## src/rtl/tns_pkg.sv

```systemverilog
// Shared constants and types for the 33-TSV TNS receive path.
package tns_pkg;
    localparam int BLEN11 = 30;
    localparam int N_GRP  = 11;
    localparam int TSV_W  = 33;
    localparam logic [BLEN11:0] TNS_MAX = 31'd847425747;

    typedef logic [TSV_W-1:0] tns_word_t;

    typedef struct packed {
        logic              err;
        logic [BLEN11-1:0] data;
    } rx_entry_t;
endpackage

```

## src/rtl/TNS_dec_33.sv

```systemverilog
// TNS decoder: each 3-bit group is one base-7 digit, codes 3'b011 and 3'b100
// both carry digit 3 (the encoder picks whichever the reference bit allows).
module TNS_dec_33 (
    input  logic [32:0] tsv_word,
    output logic [30:0] dec_value
);
    logic [2:0] g;
    logic [2:0] d;

    always_comb begin
        dec_value = '0;
        g         = '0;
        d         = '0;
        for (int j = 10; j >= 0; j--) begin
            g = tsv_word[3*j +: 3];
            d = (g < 3'd4) ? g : g - 3'd1;
            dec_value = dec_value * 31'd7 + {28'd0, d};
        end
    end
endmodule

```

## src/rtl/tns_rx_fifo.sv

```systemverilog
// Small synchronous FIFO of decoded entries; a pop on a full FIFO frees the
// slot for a same-cycle push.
module tns_rx_fifo
    import tns_pkg::*;
#(
    parameter int DEPTH = 2
) (
    input  logic      clock,
    input  logic      reset,
    input  logic      push,
    input  logic      pop,
    input  rx_entry_t wdata,
    output rx_entry_t rdata,
    output logic      full,
    output logic      empty
);
    localparam int AW = $clog2(DEPTH);

    rx_entry_t   mem [DEPTH];
    logic [AW:0] wr_ptr;
    logic [AW:0] rd_ptr;
    logic        do_push;
    logic        do_pop;

    assign empty   = (wr_ptr == rd_ptr);
    assign full    = (wr_ptr[AW] != rd_ptr[AW]) && (wr_ptr[AW-1:0] == rd_ptr[AW-1:0]);
    assign do_pop  = pop && !empty;
    assign do_push = push && (!full || do_pop);
    assign rdata   = mem[rd_ptr[AW-1:0]];

    always_ff @(posedge clock or posedge reset) begin
        if (reset) begin
            wr_ptr <= '0;
            rd_ptr <= '0;
            for (int i = 0; i < DEPTH; i++) mem[i] <= '0;
        end else begin
            if (do_push) begin
                mem[wr_ptr[AW-1:0]] <= wdata;
                wr_ptr <= wr_ptr + (AW+1)'(1);
            end
            if (do_pop) rd_ptr <= rd_ptr + (AW+1)'(1);
        end
    end
endmodule

```

## src/rtl/tns_rx_33.sv

```systemverilog
// Receive stage for the 33-TSV TNS link: capture, pattern/range check,
// decode, buffer and hand off with sticky flags and saturating counters.
module tns_rx_33
    import tns_pkg::*;
#(
    parameter int FIFO_DEPTH = 2,
    parameter int CNT_W      = 16
) (
    input  logic              clock,
    input  logic              reset,
    input  logic [TSV_W-1:0]  tsv_in,
    input  logic              tsv_valid,
    output logic [BLEN11-1:0] data_out,
    output logic              data_err,
    output logic              data_valid,
    input  logic              data_ready,
    output logic [N_GRP-1:0]  err_group,
    output logic              err_range,
    output logic [CNT_W-1:0]  err_count,
    output logic [CNT_W-1:0]  ovf_count
);
    tns_word_t        s1_word;
    logic             s1_vld;
    logic [N_GRP-1:0] s1_prev;
    logic [N_GRP-1:0] prev_r;

    logic [BLEN11:0]  dec_value;
    logic [N_GRP-1:0] grp_err;
    logic             rng_err;
    logic             word_err;
    logic [2:0]       g;

    rx_entry_t        wr_entry;
    rx_entry_t        head;
    logic             fifo_full;
    logic             fifo_empty;
    logic             pop;
    logic             drop;

    always_ff @(posedge clock or posedge reset) begin
        if (reset) begin
            s1_word <= '0;
            s1_vld  <= 1'b0;
            s1_prev <= '0;
            prev_r  <= '0;
        end else begin
            s1_vld <= tsv_valid;
            if (tsv_valid) begin
                s1_word <= tsv_in;
                s1_prev <= prev_r;
                for (int j = 0; j < N_GRP; j++) prev_r[j] <= tsv_in[3*j+2];
            end
        end
    end

    TNS_dec_33 u_dec (
        .tsv_word  (s1_word),
        .dec_value (dec_value)
    );

    // g is {ref, bit1, bit0}: 3'b100 needs ref previously 1, 3'b011 needs it 0
    always_comb begin
        grp_err = '0;
        g       = '0;
        for (int j = 0; j < N_GRP; j++) begin
            g = s1_word[3*j +: 3];
            grp_err[j] = ((g == 3'b100) && !s1_prev[j]) || ((g == 3'b011) && s1_prev[j]);
        end
    end

    assign rng_err       = (dec_value > TNS_MAX);
    assign word_err      = (|grp_err) || rng_err;
    assign wr_entry.err  = word_err;
    assign wr_entry.data = dec_value[BLEN11-1:0];

    assign pop  = data_valid && data_ready;
    assign drop = s1_vld && fifo_full && !pop;

    tns_rx_fifo #(
        .DEPTH (FIFO_DEPTH)
    ) u_fifo (
        .clock (clock),
        .reset (reset),
        .push  (s1_vld),
        .pop   (pop),
        .wdata (wr_entry),
        .rdata (head),
        .full  (fifo_full),
        .empty (fifo_empty)
    );

    assign data_valid = !fifo_empty;
    assign data_out   = head.data;
    assign data_err   = head.err;

    always_ff @(posedge clock or posedge reset) begin
        if (reset) begin
            err_group <= '0;
            err_range <= 1'b0;
            err_count <= '0;
            ovf_count <= '0;
        end else if (s1_vld) begin
            err_group <= err_group | grp_err;
            err_range <= err_range | rng_err;
            if (word_err && (err_count != '1)) err_count <= err_count + CNT_W'(1);
            if (drop && (ovf_count != '1)) ovf_count <= ovf_count + CNT_W'(1);
        end
    end
endmodule
```

## config.mk

```make
export PLATFORM = sky130hd
export DESIGN_NAME = tns_rx_33
export DESIGN_NICKNAME = d
export VERILOG_FILES = /design/src/rtl/tns_pkg.sv /design/src/rtl/TNS_dec_33.sv /design/src/rtl/tns_rx_fifo.sv /design/src/rtl/tns_rx_33.sv
export SDC_FILE = /design/constraint.sdc
export NUM_CORES = 1
export LEC_CHECK = 0
export BUFFER_PORTS_ARGS = -buffer_cell sky130_fd_sc_hd__clkbuf_2
export CAP_MARGIN = 30
export CORE_ASPECT_RATIO = 0.7
export CORE_MARGIN = 2
export CORE_UTILIZATION = 60
export CTS_BUF_LIST = sky130_fd_sc_hd__clkbuf_4
export CTS_CLUSTER_DIAMETER = 100
export CTS_CLUSTER_SIZE = 28
export DETAILED_ROUTE_END_ITERATION = 10
export PLACE_DENSITY = 0.78
export REMOVE_ABC_BUFFERS = 1
export SLEW_MARGIN = 20
export SYNTH_ARGS = -nofsm -noshare
export SYNTH_HDL_FRONTEND = slang
export SYNTH_SLANG_ARGS = --single-unit
export TNS_END_PERCENT = 10
```

## constraint.sdc

```tcl
create_clock -name clock -period 35.9 [get_ports clock]
set_input_delay 1.795 -clock clock [delete_from_list [all_inputs] [get_ports clock]]
set_output_delay 1.795 -clock clock [all_outputs]
set_load 0.02 [all_outputs]
```

; Word-level counts from Yosys, hierarchy flattened
; Cells that the tools add are included.
[word_totals]
word_cells = 173
inputBits = 37
regBits = 166
[classes]
eq_ne = 27
n_mux = 17
add_sub_neg = 25
n_mul = 10
order_cmp = 15
bitwise_logic = 4
reduce_logical = 61
[op_table]
columns = cell, n
row1 = $add A31 B3 Y31, 10
row2 = $mul A31 B3 Y31 const B, 9
row3 = $mux W31, 4
row4 = $bwmux W62, 1
row5 = $eq A3 B2 Y1 const B, 11
row6 = $eq A3 B3 Y1 const B, 11
row7 = $lt A3 B3 Y1 const B, 11
row8 = $mux W3, 11
row9 = $sub A3 B1 Y3 const B, 11
row10 = $add A16 B1 Y16 const B, 2
row11 = $ne A16 B16 Y1 const B, 2
row12 = $demux W31 S1, 1
row13 = $gt A31 B30 Y1 const B, 1
row14 = $logic_and A1 B1 Y1, 31
row15 = $logic_not A1 Y1, 14
row16 = $logic_or A1 B1 Y1, 13
row17 = $or A11 B11 Y11, 1
row18 = $reduce_or A11 Y1, 1
row19 = $mul A3 B3 Y6 const B, 1
row20 = $add A2 B1 Y2 const B, 2
row21 = $ge A2 B2 Y1 const B, 2
row22 = $not A1 Y2, 2
row23 = $reduce_and A2 Y1, 2
row24 = $eq A2 B2 Y1, 1
row25 = other kinds (4), 4

; Depth between registers and ports, before layout
[depth]
word_depth = 26
ltp_mapped = 111

; By module
; Synthesis repeated with hierarchy kept, for this count alone.
[hier_totals]
cells_unflattened = 2582
hier_area_um2 = 24464.7
[modules_own_cells]
columns = module, seq_area_each_um2, cells_per_inst, n_inst, area_each_um2
row1 = TNS_dec_33, 0.0, 2062, 1, 17367.9
row2 = tns_rx_33, 2227.1, 327, 1, 4063.9
row3 = tns_rx_fifo, 1651.6, 193, 1, 3032.9

; Worst setup path before layout
; No wires, ideal clock.
[synth_path]
path_kind = reg-to-reg
startpoint = register s1_word[30]
endpoint = register err_count[1]
stages_incl_launch_ff = 94
setup_time_ns = 0.128
arrival_ns = 23.551
required_ns = 35.772
n_path_buf = 0
slack_ns = 12.221
path_cell_list = dfrtp_1 -> inv_1 -> ha_1 -> a21oi_1 -> ha_1 -> inv_1 -> xnor2_1 -> ha_1 -> ha_1 -> xnor2_1 -> fa_1 -> fa_1 -> inv_1 -> fa_1 -> fa_1 -> fa_1 -> fa_1 -> fa_1 -> (+58 left out) -> a21oi_1 -> nand2_1 -> xor2_1 -> inv_1 -> fa_1 -> inv_1 -> ha_1 -> ha_1 -> nor4_1 -> o211ai_2 -> a22o_1 -> o41a_1 -> xnor3_1 -> xnor3_1 -> xnor3_2 -> nor3_4 -> nor2_1 -> mux2_1
[synth_via]
elab_chain_len = 26
elab_cells_between_ends = 33
[synth_rtl]
columns = item, line
row1 = from (decl), tns_rx_33.sv:22  ; tns_word_t s1_word;
row2 = from (signal assigned), tns_rx_33.sv:49  ; s1_word <= tsv_in;
row3 = $sub A3 B1 Y3 / $lt A3 B3 Y1 (equally long branches), TNS_dec_33.sv:16  ; d = (g < 3'd4) ? g : g - 3'd1;
row4 = $mux W3, TNS_dec_33.sv:16
row5 = $mul A3 B3 Y6, TNS_dec_33.sv:17  ; dec_value = dec_value * 31'd7 + {28'd0, d};
row6 = $add A31 B3 Y31, TNS_dec_33.sv:17
row7 = $mul A31 B3 Y31, TNS_dec_33.sv:17
row8 = $add A31 B3 Y31, TNS_dec_33.sv:17
row9 = $mul A31 B3 Y31, TNS_dec_33.sv:17
row10 = $add A31 B3 Y31, TNS_dec_33.sv:17
row11 = (+10 left out), -
row12 = $mul A31 B3 Y31, TNS_dec_33.sv:17
row13 = $add A31 B3 Y31, TNS_dec_33.sv:17
row14 = $mul A31 B3 Y31, TNS_dec_33.sv:17
row15 = $add A31 B3 Y31, TNS_dec_33.sv:17
row16 = $gt A31 B30 Y1, tns_rx_33.sv:71  ; assign rng_err = (dec_value > TNS_MAX);
row17 = $logic_or A1 B1 Y1 (*), tns_rx_33.sv:72  ; assign word_err = (|grp_err) || rng_err;
row18 = $logic_and A1 B1 Y1 (*), tns_rx_33.sv:105  ; if (word_err && (err_count != '1)) err_count <= err_count + CNT_W'(1);
row19 = $reduce_and A2 Y1 (no line) (*), -
row20 = to (signal assigned), tns_rx_33.sv:105
row21 = to (decl), tns_rx_33.sv:19  ; output logic [CNT_W-1:0] err_count,
; Every way passes the cells marked *; elsewhere a longest branch is shown, timed or not.
; A chain may end at the register's enable or synchronous reset.

; Worst setup path in the final report
[layout_path]
startpoint = register s1_word[31]
endpoint = register err_count[1]
; The elaborated chain is that of the path after synthesis.

==> impl_metrics.toml <==
[die]
fp.dieH_microns = 171
die_area_sq_um = 41700
die_x_microns = 243
ioPinCount = 113
coreArea_sq_um = 39600
start_util_pct = 60.6
num_rows = 61

[cells_and_area]
syn_to_final_growth_pct = 6.25
nets = 3409
drive_gt1_share_pct = 8.61
final_cell_mix = "ha_1, inv_1, o21ai_0, fa_1, nand2_1"
final_common_cell = "ha_1"

[timing]
fin_setup_tns_ns = 0
tightest_slew_ns = 0.878
hold_violations = 0
drv_slew = 0
finClkSkew_ns = 0.0522
setup_viol = 0
fin_crit_ns = 26.66
period_share_pct = 74.3
clock.fmax_mhz = 37.5
relSlewSlack_pct = 41.1
rsz0062_at_grt = "no"

[drt]
drt_iter0_drc = 819
dr.pass1.iters = 5
drc = 0
vias = 18100
antenna_left = 0
via_per_inst = 5.51
post_drt_wl_per_cell_microns = 13.7
finalWirelength_microns = 45000

[synthesis]
synth_edf_count = 0
synth-simple-area-share_pct = 9.86
synthCells = 2638
synth_cell_types = 76
ys_ff_latch = 155
synth_seq_area_share_pct = 16.2
muxShareOfSynthArea_pct = 2.99
yosys_most_used_dff = "dfrtp_1"
yosys.area_share.adder_pct = 38.8
syn-cell-area_sq_um = 24000
ys_async_sr_fraction_pct = 100
ys_warn_count = 0
synth_top_family_by_area = "adder cells"
synth-xor-area-share_pct = 9.97
syn_avg_cell_area_sq_um = 9.10
synth_compound_area_share_pct = 15.3

[placed_design]
io_buffers = 112
gp_congestion = 0.866
dpl.hpwl_microns = 37700

[clock_tree]
cts_tree = "yes"
clk_latency_ns = 0.62
h-tree-depth = 4
cts_resized = 0
cts_buffers = 17
cts-root-buf = "clkbuf_4"
cts_sinks = 155
clk_pin_slew_worst_paths_ns = 0.18
postCtsSetupRepairBufs = 0
cts_hold_buf = 0
ctsLongestPathBuffers = 2

[worst_hold_path]
hold_path.class = "reg -> reg"

[critical_path]
start_kind = "flip-flop"
worstSetupPathType = "reg -> reg"
worst_setup_path_end_kind = "flip-flop"
worstPathMaxFanout = 17
r2r_slack_ns = 9.24
slowest_stage = "nor3_4"
reg2reg_depth = 93
worst_r2r_startpoint = "s1_word[31]"
crit_required_ns = 36.39
crit_start = "s1_word[31]"
worstPathArrival_ns = 27.15
timing.rr.end = "err_count[1]"
endpoint = "err_count[1]"
critPathMostFrequentCell = "ha_1"
crit_path_max_incr_delay_ns = 0.65

[flow_run]
cap_violations = 0

[grt]
grtUsageTotal_pct = 21.9
grt_start_max_net_pins = 87
antenna_found_initial = 1
overflow = 0
grt_pass1_vias = 17400
grt_pass1_wl_microns = 78000

[run_status]
status = "complete, no violations"
[stage by stage]
| step | cell area, sq um | hold slack, ns | utilization (%) | setup WS (ns) | instances |
|---|---|---|---|---|---|
| after floorplan | 23900 | 0.444 | - | 12.00 | 2600 |
| after global placement | 25100 | 0.441 | 63.4 | 10.14 | 3250 |
| after detailed placement | 25100 | 0.448 | 63.5 | 9.39 | 3252 |
| after CTS | 25500 | 0.490 | 64.3 | 9.25 | 3284 |
| after global routing | 25500 | 0.515 | 64.4 | 7.29 | 3288 |
| final | 25500 | 0.484 | 64.4 | 9.24 | 3288 |
[synthesized netlist by cell type (35+ instances only)]
cell      instances  area share, %
nand2b_1         37           0.96
nand3_1          42           0.88
nor2_1           96            1.5
xor2_1          129            4.7
a21oi_1         139            2.9
mux2_2           61            2.9
inv_1           403            6.3
fa_1            173             14
xnor2_1         134            4.9
o21ai_0         184            3.8
ha_1            460             24
clkbuf_1         35           0.55
dfrtp_1         155             16
a21o_1           97            3.0
nand2_1         168            2.6
[state kept, by name, indices dropped and copies added (netlist names)]
name / count
u_fifo.mem: 62
ovf_count: 16
err_group: 11
err_range: 1
s1_word: 33
u_fifo.wr_ptr: 2
s1_vld: 1
err_count: 16
u_fifo.rd_ptr: 2
s1_prev: 11
[layout make-up]
cell class	instances	area (sq um)
timing repair buffer	120	666
inverter	403	1520
fill	3210	14100
clock inverter	15	180
sequential	155	3880
clock buffer	17	128
tap	535	669
antenna	1	2.50
multi-input combinational	2042	18500
[worst max-delay path, delay by kind of cell, from the launching register on]
family | cells | cell delay [ns]
XOR/XNOR | 10 | 3.17
buffers and inverters | 12 | 0.94
adder cells (fa/ha/maj) | 31 | 11.96
AND/OR/NAND/NOR | 9 | 2.26
flip-flops | 1 | 0.47
AO/OA/AOI/OAI | 30 | 7.33
multiplexers | 1 | 0.35
[worst min-delay path by stage]
stage	start	end	slack [ns]	cells after the start
6_report	err_group[10]	err_group[10]	0.48	1
2_1_floorplan	u_fifo.mem[10]	u_fifo.mem[10]	0.44	2
3_3_place_gp	err_group[2]	err_group[2]	0.44	1
3_5_place_dp	err_group[10]	err_group[10]	0.45	1
4_1_cts	err_group[2]	err_group[2]	0.49	1
5_1_grt	err_count[10]	err_count[10]	0.52	1
[routing by layer]
layer	wire length (microns)	track usage, %
met3	1770	3.45
met1	22600	31.3
met4	420	4.16
met2	20200	35.5
met5	0	0
[logic make-up (layout without fill, tap and decap cells)]
logic type               count (synthesis)  after routing
multiplexers                            64             64
AO/OA/AOI/OAI                          583            583
adder cells (fa/ha/maj)                643            643
XOR/XNOR                               267            267
AND/OR/NAND/NOR                        485            485
flip-flops                             155            155
buffers and inverters                  441            555
other                                    0              1
Power is not shown: default switching activity piles up to over one toggle a cycle in this logic, so the estimate is an artifact.
